==> config.mk <==
export PLATFORM = sky130hd
export DESIGN_NAME = cluster_dma_req_arbiter
export DESIGN_NICKNAME = d
export VERILOG_FILES = /design/src/rtl/cluster_dma_req_arbiter.sv
export SDC_FILE = /design/constraint.sdc
export NUM_CORES = 1
export LEC_CHECK = 0
export ABC_CLOCK_PERIOD_IN_PS = 6600
export BUFFER_PORTS_ARGS = -buffer_cell sky130_fd_sc_hd__buf_2
export CORE_ASPECT_RATIO = 0.75
export CORE_UTILIZATION = 62
export CTS_BUF_LIST = sky130_fd_sc_hd__clkbuf_4
export DETAILED_ROUTE_END_ITERATION = 16
export MAX_ROUTING_LAYER = met4
export PLACE_DENSITY = 0.86
export SLEW_MARGIN = 40
export SYNTH_ARGS = -nofsm -noshare
export SYNTH_HDL_FRONTEND = slang
export SYNTH_SLANG_ARGS = --single-unit
==> constraint.sdc <==
create_clock -name clk_i -period 6.6 [get_ports clk_i]
set_input_delay 0.66 -clock clk_i [delete_from_list [all_inputs] [get_ports clk_i]]
set_output_delay 0.66 -clock clk_i [all_outputs]
set_load 0.05 [all_outputs]
==> src/rtl/cluster_dma_req_arbiter.sv <==
// Round-robin arbiter feeding the cluster DMA external-request port.
// Requester descriptors are funnelled into one registered descriptor stream.
// An order FIFO routes each in-order DMA completion back to its issuer.
// The number of accepted-but-not-completed transfers is capped at MaxOutstanding.
module cluster_dma_req_arbiter #(
  parameter int unsigned NumReq         = 4,
  parameter int unsigned MaxOutstanding = 8,
  parameter type         descr_t        = logic,
  parameter int unsigned IdxWidth       = $clog2(NumReq),
  parameter int unsigned CntWidth       = $clog2(MaxOutstanding) + 1
) (
  input  logic                    clk_i,
  input  logic                    rst_i,
  input  logic [NumReq-1:0]       req_valid_i,
  output logic [NumReq-1:0]       req_ready_o,
  input  descr_t [NumReq-1:0]     req_descr_i,
  output logic [NumReq-1:0]       rsp_valid_o,
  output logic                    dma_req_valid_o,
  input  logic                    dma_req_ready_i,
  output descr_t                  dma_req_o,
  input  logic                    dma_rsp_valid_i,
  output logic [CntWidth-1:0]     outstanding_o,
  output logic                    busy_o,
  output logic                    err_o
);

  localparam int unsigned         PtrWidth = $clog2(MaxOutstanding);
  localparam logic [CntWidth-1:0] MaxCnt   = CntWidth'(MaxOutstanding);
  localparam logic [IdxWidth-1:0] LastIdx  = IdxWidth'(NumReq - 1);

  typedef enum logic {
    SLOT_EMPTY = 1'b0,
    SLOT_FULL  = 1'b1
  } slot_state_e;

  slot_state_e          slot_q;
  descr_t               dma_req_q;
  logic [IdxWidth-1:0]  rr_q;
  logic [CntWidth-1:0]  outstanding_q;
  logic                 err_q;
  logic [NumReq-1:0]    rsp_q, rsp_d;

  logic [IdxWidth-1:0]  fifo_mem [MaxOutstanding];
  logic [PtrWidth-1:0]  wr_ptr_q, rd_ptr_q;

  logic                 any_valid;
  logic [IdxWidth-1:0]  winner;
  logic                 slot_free;
  logic                 fifo_nonempty;
  logic                 pop;
  logic                 can_accept;
  logic                 accept;

  // The order FIFO holds exactly the outstanding transfers, so the counter doubles as its fill level.
  assign fifo_nonempty = (outstanding_q != '0);
  assign pop           = dma_rsp_valid_i & fifo_nonempty;
  assign slot_free     = (slot_q == SLOT_EMPTY) | dma_req_ready_i;
  // A completion popping this cycle frees a credit for a same-cycle accept.
  assign can_accept    = slot_free & ((outstanding_q < MaxCnt) | pop);
  assign accept        = any_valid & can_accept;

  // Round-robin search: first valid requester at or after rr_q, wrapping around.
  always_comb begin
    int unsigned cand;
    // NOTE: always_comb uses blocking assignments with defaults first so no latch is inferred.
    any_valid = 1'b0;
    winner    = '0;
    cand      = 0;
    for (int unsigned i = 0; i < NumReq; i++) begin
      cand = 32'(rr_q) + i;
      if (cand >= NumReq) begin
        cand = cand - NumReq;
      end
      if (!any_valid && req_valid_i[IdxWidth'(cand)]) begin
        any_valid = 1'b1;
        winner    = IdxWidth'(cand);
      end
    end
  end

  // Only the round-robin winner sees ready, and only when a slot and a credit are available.
  always_comb begin
    req_ready_o = '0;
    if (any_valid) begin
      req_ready_o[winner] = can_accept;
    end
  end

  // Output slot FSM: EMPTY -> FULL on accept; FULL reloads on accept or drains when taken.
  // NOTE: sequential state uses non-blocking assignments so every flop samples pre-edge values.
  always_ff @(posedge clk_i or posedge rst_i) begin
    if (rst_i) begin
      slot_q    <= SLOT_EMPTY;
      dma_req_q <= '0;
    end else begin
      case (slot_q)
        SLOT_EMPTY: begin
          if (accept) begin
            slot_q    <= SLOT_FULL;
            dma_req_q <= req_descr_i[winner];
          end
        end
        SLOT_FULL: begin
          if (accept) begin
            dma_req_q <= req_descr_i[winner];
          end else if (dma_req_ready_i) begin
            slot_q <= SLOT_EMPTY;
          end
        end
        default: slot_q <= SLOT_EMPTY;
      endcase
    end
  end

  // Round-robin pointer moves just past the winner on every accept.
  always_ff @(posedge clk_i or posedge rst_i) begin
    if (rst_i) begin
      rr_q <= '0;
    end else if (accept) begin
      rr_q <= (winner == LastIdx) ? '0 : winner + 1'b1;
    end
  end

  // Order FIFO storage: records the issuing requester of each accepted transfer.
  // NOTE: the storage array is not reset; the pointers and counter alone define which entries are valid.
  always_ff @(posedge clk_i) begin
    if (accept) begin
      fifo_mem[wr_ptr_q] <= winner;
    end
  end

  // Order FIFO pointers; power-of-two depth lets them wrap naturally.
  always_ff @(posedge clk_i or posedge rst_i) begin
    if (rst_i) begin
      wr_ptr_q <= '0;
      rd_ptr_q <= '0;
    end else begin
      if (accept) wr_ptr_q <= wr_ptr_q + 1'b1;
      if (pop)    rd_ptr_q <= rd_ptr_q + 1'b1;
    end
  end

  // Completion routing: one-hot pulse to the requester at the FIFO head.
  always_comb begin
    rsp_d = '0;
    if (pop) begin
      rsp_d[fifo_mem[rd_ptr_q]] = 1'b1;
    end
  end

  // Outstanding counter, registered completion pulse and sticky spurious-completion flag.
  always_ff @(posedge clk_i or posedge rst_i) begin
    if (rst_i) begin
      outstanding_q <= '0;
      rsp_q         <= '0;
      err_q         <= 1'b0;
    end else begin
      case ({accept, pop})
        2'b10:   outstanding_q <= outstanding_q + 1'b1;
        2'b01:   outstanding_q <= outstanding_q - 1'b1;
        default: outstanding_q <= outstanding_q;
      endcase
      rsp_q <= rsp_d;
      if (dma_rsp_valid_i && !fifo_nonempty) begin
        err_q <= 1'b1;
      end
    end
  end

  assign dma_req_valid_o = (slot_q == SLOT_FULL);
  assign dma_req_o       = dma_req_q;
  assign rsp_valid_o     = rsp_q;
  assign outstanding_o   = outstanding_q;
  assign busy_o          = (outstanding_q != '0);
  assign err_o           = err_q;

endmodule

=== Yosys cells after proc, flatten, opt, wreduce, memory -nomap -nowiden ===
Memories as Yosys holds them, arrays and structs flattened.
Index checks and enable logic that the tools add are counted.

* Register bits: 19
* RAM bits: 16
* Bits of input ports: 12
* Output and inout bits: 16
* Word-level logic and storage cells: 92
* Memories kept: 1

{| class="wikitable"
|+ Memories
! name !! depth !! bits a word !! read ports !! clocked after memory_dff !! write ports !! RTL line !! RTL
|-
| fifo_mem || 8 || 2 || 1 || 0 || 1 || 43 || <nowiki>logic [IdxWidth-1:0] fifo_mem [MaxOutstanding];</nowiki>
|}

* Add/subtract/negate cells: 12
* Order comparisons: 13
* Equal/unequal tests: 3
* Mux-type cells: 36
* Bitwise operators: 7
* Reductions and logical operators: 12

{| class="wikitable"
|+ Operators by type and width
! cell !! count
|-
| < comparator 2 x 3 -> 1 bit, second input constant || 6
|-
| 2-to-1 mux 2 bit || 9
|-
| 2-to-1 mux 1 bit || 16
|-
| binary-select mux 1 bit (select 2 bit) || 5
|-
| greater-or-equal comparator 3 bit, second input constant || 3
|-
| 2-to-1 mux 4 bit || 2
|-
| case mux 4 bit (2 select lines) || 1
|-
| subtractor 2 x 1 -> 2 bit, second input constant || 4
|-
| adder 2 x 2 -> 3 bit, second input constant || 2
|-
| adder 3 x 1 -> 3 bit, second input constant || 2
|-
| logical AND 1 bit || 6
|-
| adder 4 x 1 -> 4 bit, second input constant || 1
|-
| AND 4 bit || 1
|-
| demux 1 bit (select 2 bit) || 2
|-
| == test 2 bit, second input constant || 2
|-
| greater-or-equal comparator 2 x 1 -> 1 bit, second input constant || 2
|-
| logical NOT 1 bit || 4
|-
| < comparator 4 bit, second input constant || 1
|-
| nonzero test 4 bit || 1
|-
| subtractor 4 x 1 -> 4 bit, second input constant || 1
|-
| adder 2 x 1 -> 3 bit, second input constant || 1
|-
| AND 1 bit || 3
|-
| greater-or-equal comparator 2 x 3 -> 1 bit, second input constant || 1
|-
| adder 2 x 1 -> 2 bit, second input constant || 1
|-
| other kinds (5) || 6
|}

=== Depth between registers and ports, before layout ===
* Depth in word-level cells: 20
* Depth in mapped cells: 12
* Gate-level depth less buffers: 11

=== Worst setup path before layout ===
OpenSTA, ideal clock, no wires.

* Path type: input to output
* Start: input port req_valid_i[0]
* End: output port req_ready_o[1]
* Arrival time: 1.965 ns
* Required time: 5.940 ns
* Path slack: 3.975 ns
* Stages: 5
* Path buffers: 0
* Cell sequence: nor2b_1 -> a211o_1 -> a21oi_4 -> ha_1 -> and2_1

* Word-level cells in the longest chain between the ends: 18
* Elaborated cells between the ends (all ways): 29
* Those cells by class: order compare (2); mux (19); bitwise (1); reduce/logical (7)

{| class="wikitable"
|+ Ends and longest elaborated chain
! what !! RTL line !! RTL
|-
| start: declaration || 14 || <nowiki>input logic [NumReq-1:0] req_valid_i,</nowiki>
|-
| binary-select mux 1 bit (select 2 bit) || 74 || <nowiki>if (!any_valid && req_valid_i[IdxWidth'(cand)]) begin</nowiki>
|-
| 2-to-1 mux 1 bit (not written as such) || 74 ||
|-
| 2-to-1 mux 1 bit || 74 ||
|-
| logical NOT 1 bit || 74 ||
|-
| logical AND 1 bit || 74 ||
|-
| 2-to-1 mux 1 bit || 74 ||
|-
| logical NOT 1 bit || 74 ||
|-
| logical AND 1 bit || 74 ||
|-
| [3 not listed] || n/a ||
|-
| 2-to-1 mux 2 bit * || 74 ||
|-
| named net winner[0] || 47 || <nowiki>logic [IdxWidth-1:0] winner;</nowiki>
|-
| < comparator 2 x 3 -> 1 bit (not written as such) or greater-or-equal comparator 2 x 1 -> 1 bit (tied branches) || 85 || <nowiki>req_ready_o[winner] = can_accept;</nowiki>
|-
| logical AND 1 bit (not written as such) || 85 ||
|-
| 2-to-1 mux 1 bit (not written as such) || 85 ||
|-
| demux 1 bit (select 2 bit) * || 85 ||
|-
| AND 4 bit (no line) * || n/a ||
|-
| 2-to-1 mux 4 bit * || 84 || <nowiki>if (any_valid) begin</nowiki>
|-
| end: declaration || 15 || <nowiki>output logic [NumReq-1:0] req_ready_o,</nowiki>
|}

Mark *: on every way through the listed nets, which the timed path passes. The rest lies on a longest branch. The select of a mux whose other input is x is not followed.

=== Worst setup path after layout ===
* Start: input port req_valid_i[0]
* End: output port req_ready_o[2]

Same word-level chain as after synthesis.

==> flow_summary_export.csv <==
group,metric,value,unit
clock_tree,cts_sinks,35,
clock_tree,numCtsBuffers,5,
sta,period_needed,2.96,ns
sta,clock.fmax,338,MHz
clock_tree,cts_resized,0,
critical_path,slowest_delay,0.39,ns
drt,drt_wl_total,3.15,mm
critical_path,critPathCaptureType,"output pin",
layout,final_area,0.00195,sq mm
power_and_ir_drop,ir_drop,0.280,mV
layout,antenna_cells,0,
critical_path,worstSetupStartpointType,"input pin",
floorplan,core,0.00264,sq mm
sta,max_slew_margin,0.541,
logic_synthesis,syn-cell-area,0.00174,sq mm
critical_path,worst_ep_arrival_time,2.30,ns
layout,syn_to_final_growth,12.1,%
critical_path,r2r-start,"outstanding_o[3]",
floorplan,fp.dieW,63.1,um
drt,drt-initial-drc-count,61,
clock_tree,insertion_delay,0.33,ns
drt,wl_per_cell,15.6,um
global_routing,antenna_found_initial,0,
drt,vias_per_cell,5.68,
place,hpwlAfterDp,2.29,mm
global_routing,grtUsageTotal,0.252,
layout,drive_gt1_frac,0.265,
place,dp.cells,194,
clock_tree,root_buffer,"clkbuf_4",
global_routing,grt_pass1_wl,5.22,mm
logic_synthesis,synth_area_per_cell,12.9,sq um
job,maxCapViolCount,0,
global_routing,grt_max_degree,20,
drt,firstDrtPassIters,4,
floorplan,row_count,16,
floorplan,start_util,0.657,
sta,slew_viol_final,0,
drt,drc,0,
layout,fin_cells,202,
logic_synthesis,ys_seq_area_frac,0.550,
floorplan,die_y,47.8,um
sta,rsz0062_at_grt,"false",
critical_path,path_common_cell,"buf_2",
critical_path,critPathKind,"in -> out",
sta,hold_viol_final,0,
logic_synthesis,synth_edf_count,16,
critical_path,crit_chain,"buf_2, nor2b_1, a211o_1, a21oi_4, inv_1, ha_1, and2_1, buf_2",
layout,nNetsFinal,186,
clock_tree,cts_tree,"built",
logic_synthesis,yosysUniqueCellTypes,40,
critical_path,setup.worst_path.start,"req_valid_i[0]",
power_and_ir_drop,leakagePower,0.853,nW
logic_synthesis,yosys_warnings,0,
power_and_ir_drop,powerDensity,500,mW/mm^2
place,port_buffers,27,
min_path,hold_path.class,"in -> async",
clock_tree,hold_buffers,0,
sta,finalCritPeriodShare,0.448,
layout,fillers,186,
critical_path,required,5.94,ns
logic_synthesis,netlist_instances,135,
logic_synthesis,yosys_most_used_dff,"dfrtp_1",
global_routing,overflow,0,
sta,finalSetupViolCount,0,
critical_path,regToRegSetupSlack,4.00,ns
logic_synthesis,syn_nets,156,
drt,drtAntennaViolNets,0,
logic_synthesis,async_flop_share,0.543,
sta,finalSetupTns,0,ns
floorplan,die_area,0.00302,sq mm
drt,num_vias,1147,
status,status,"completed",
logic_synthesis,synth_seq_cells,35,
sta,tightest_slew,0.684,ns
power_and_ir_drop,finalPower,0.974,mW
floorplan,ioPinCount,28,
clock_tree,htree_num_levels,2,
place,place.gp.congestion,0.780,
critical_path,cp_max_fo,14,
sta,finClkSkew,0.0134,ns
clock_tree,post_cts_buffers,0,
global_routing,grt_pass1_vias,1113,
place,dpl_cell_area,0.00189,sq mm
clock_tree,clk_pin_slew_worst_paths,0.11,ns
clock_tree,clk_path_buf_depth,2,
critical_path,slowest_stage,"a21oi_4",
==> metrics by stage <==
step / util / setup WS [ns] / hold slack, ns
6_report: 0.737 / 3.64 / 0.323
5_1_grt: 0.737 / 3.53 / 0.369
4_1_cts: 0.737 / 3.65 / 0.449
2_1_floorplan: - / 3.98 / 0.485
3_3_place_gp: 0.715 / 3.69 / 0.435
3_5_place_dp: 0.715 / 3.52 / 0.447
==> routing by layer <==
metal / share of wire / up-vias / track usage
met4: 0.0070 / 0 / 0.0744
met2: 0.50 / 40 / 0.445
met3: 0.055 / 5 / 0.0762
met1: 0.44 / 564 / 0.287
li1: - / 538 / -
met5: 0 / - / -
==> registers in the layout (all words and copies together), names as in the netlist <==
| register | count |
|---|---|
| wr_ptr_q | 3 |
| dma_req_valid_o | 1 |
| rsp_valid_o | 4 |
| outstanding_o | 4 |
| dma_req_o | 1 |
| rd_ptr_q | 3 |
| rr_q | 2 |
| err_o | 1 |
| fifo_mem | 16 |
==> where the power goes <==
group	switching, mW	internal [mW]
clock network	0.0707	0.0452
registers	0.0833	0.313
logic	0.297	0.165
==> final timing paths <==
| kind | end | cells after the start |
|---|---|---|
| max | req_ready_o[2] | 8 |
| min | rsp_valid_o[3] | 2 |
| max reg2reg | outstanding_o[2] | 10 |
| min reg2reg | err_o | 1 |
| max in group asynchronous | wr_ptr_q[0] | 2 |
| min in group clk_i | err_o | 1 |
==> placed cells by master (no fill, tap or decap), types with 2 or more instances in the layout <==
cell type,n
mux4_1,2
nor2_1,6
clkbuf_4,6
inv_1,8
nor3_1,2
nor2b_1,4
mux4_2,2
nand2_1,17
dfrtp_1,19
buf_2,27
a21oi_1,3
mux2_2,2
ha_1,9
nor4_1,2
xor2_1,5
xnor2_1,4
mux2i_1,3
edfxtp_1,16
o221ai_1,2
nor3b_1,3
and2_1,4
==> logic make-up after synthesis <==
family,Yosys count,share of synthesized area
and+or+nand+nor,45,0.139
DFF,35,0.550
AOI/OAI and AO/OA,14,0.0656
buffers and inverters,13,0.0353
muxes,10,0.0994
xor gates and xnor gates,9,0.0454
adders and majority gates,9,0.0648
==> Yosys cell counts, drive strengths merged (2+ instances only) <==
master	count	share of area
nor3	2	0.0058
o221ai	2	0.010
buf	4	0.016
nor2	7	0.017
mux2	2	0.013
xor2	5	0.025
mux4	4	0.056
xnor2	4	0.020
edfxtp	16	0.28
mux2i	4	0.030
dfrtp	19	0.27
nand2	17	0.037
nor3b	3	0.013
and2	4	0.014
nor4	2	0.0072
nor2b	5	0.019
inv	9	0.019
a21oi	4	0.018
nor4b	2	0.014
ha	9	0.065
==> layout make-up <==
cell class,instances,area [sq um],area share
tap,36,45.0,0.0231
multi-input combinational,87,719,0.370
clock buffer,6,45.0,0.0231
clock inverter,2,12.5,0.00643
sequential,35,956,0.491
inverter,9,33.8,0.0174
timing repair buffer,27,135,0.0694
==> worst max-delay path: cells and delay by family <==
family	cells	cell delay (ns)
adders and majority gates	1	0.22
AOI/OAI and AO/OA	2	0.70
buffers and inverters	3	0.45
and+or+nand+nor	2	0.27
Note: power is estimated with default switching activity, not from simulation.
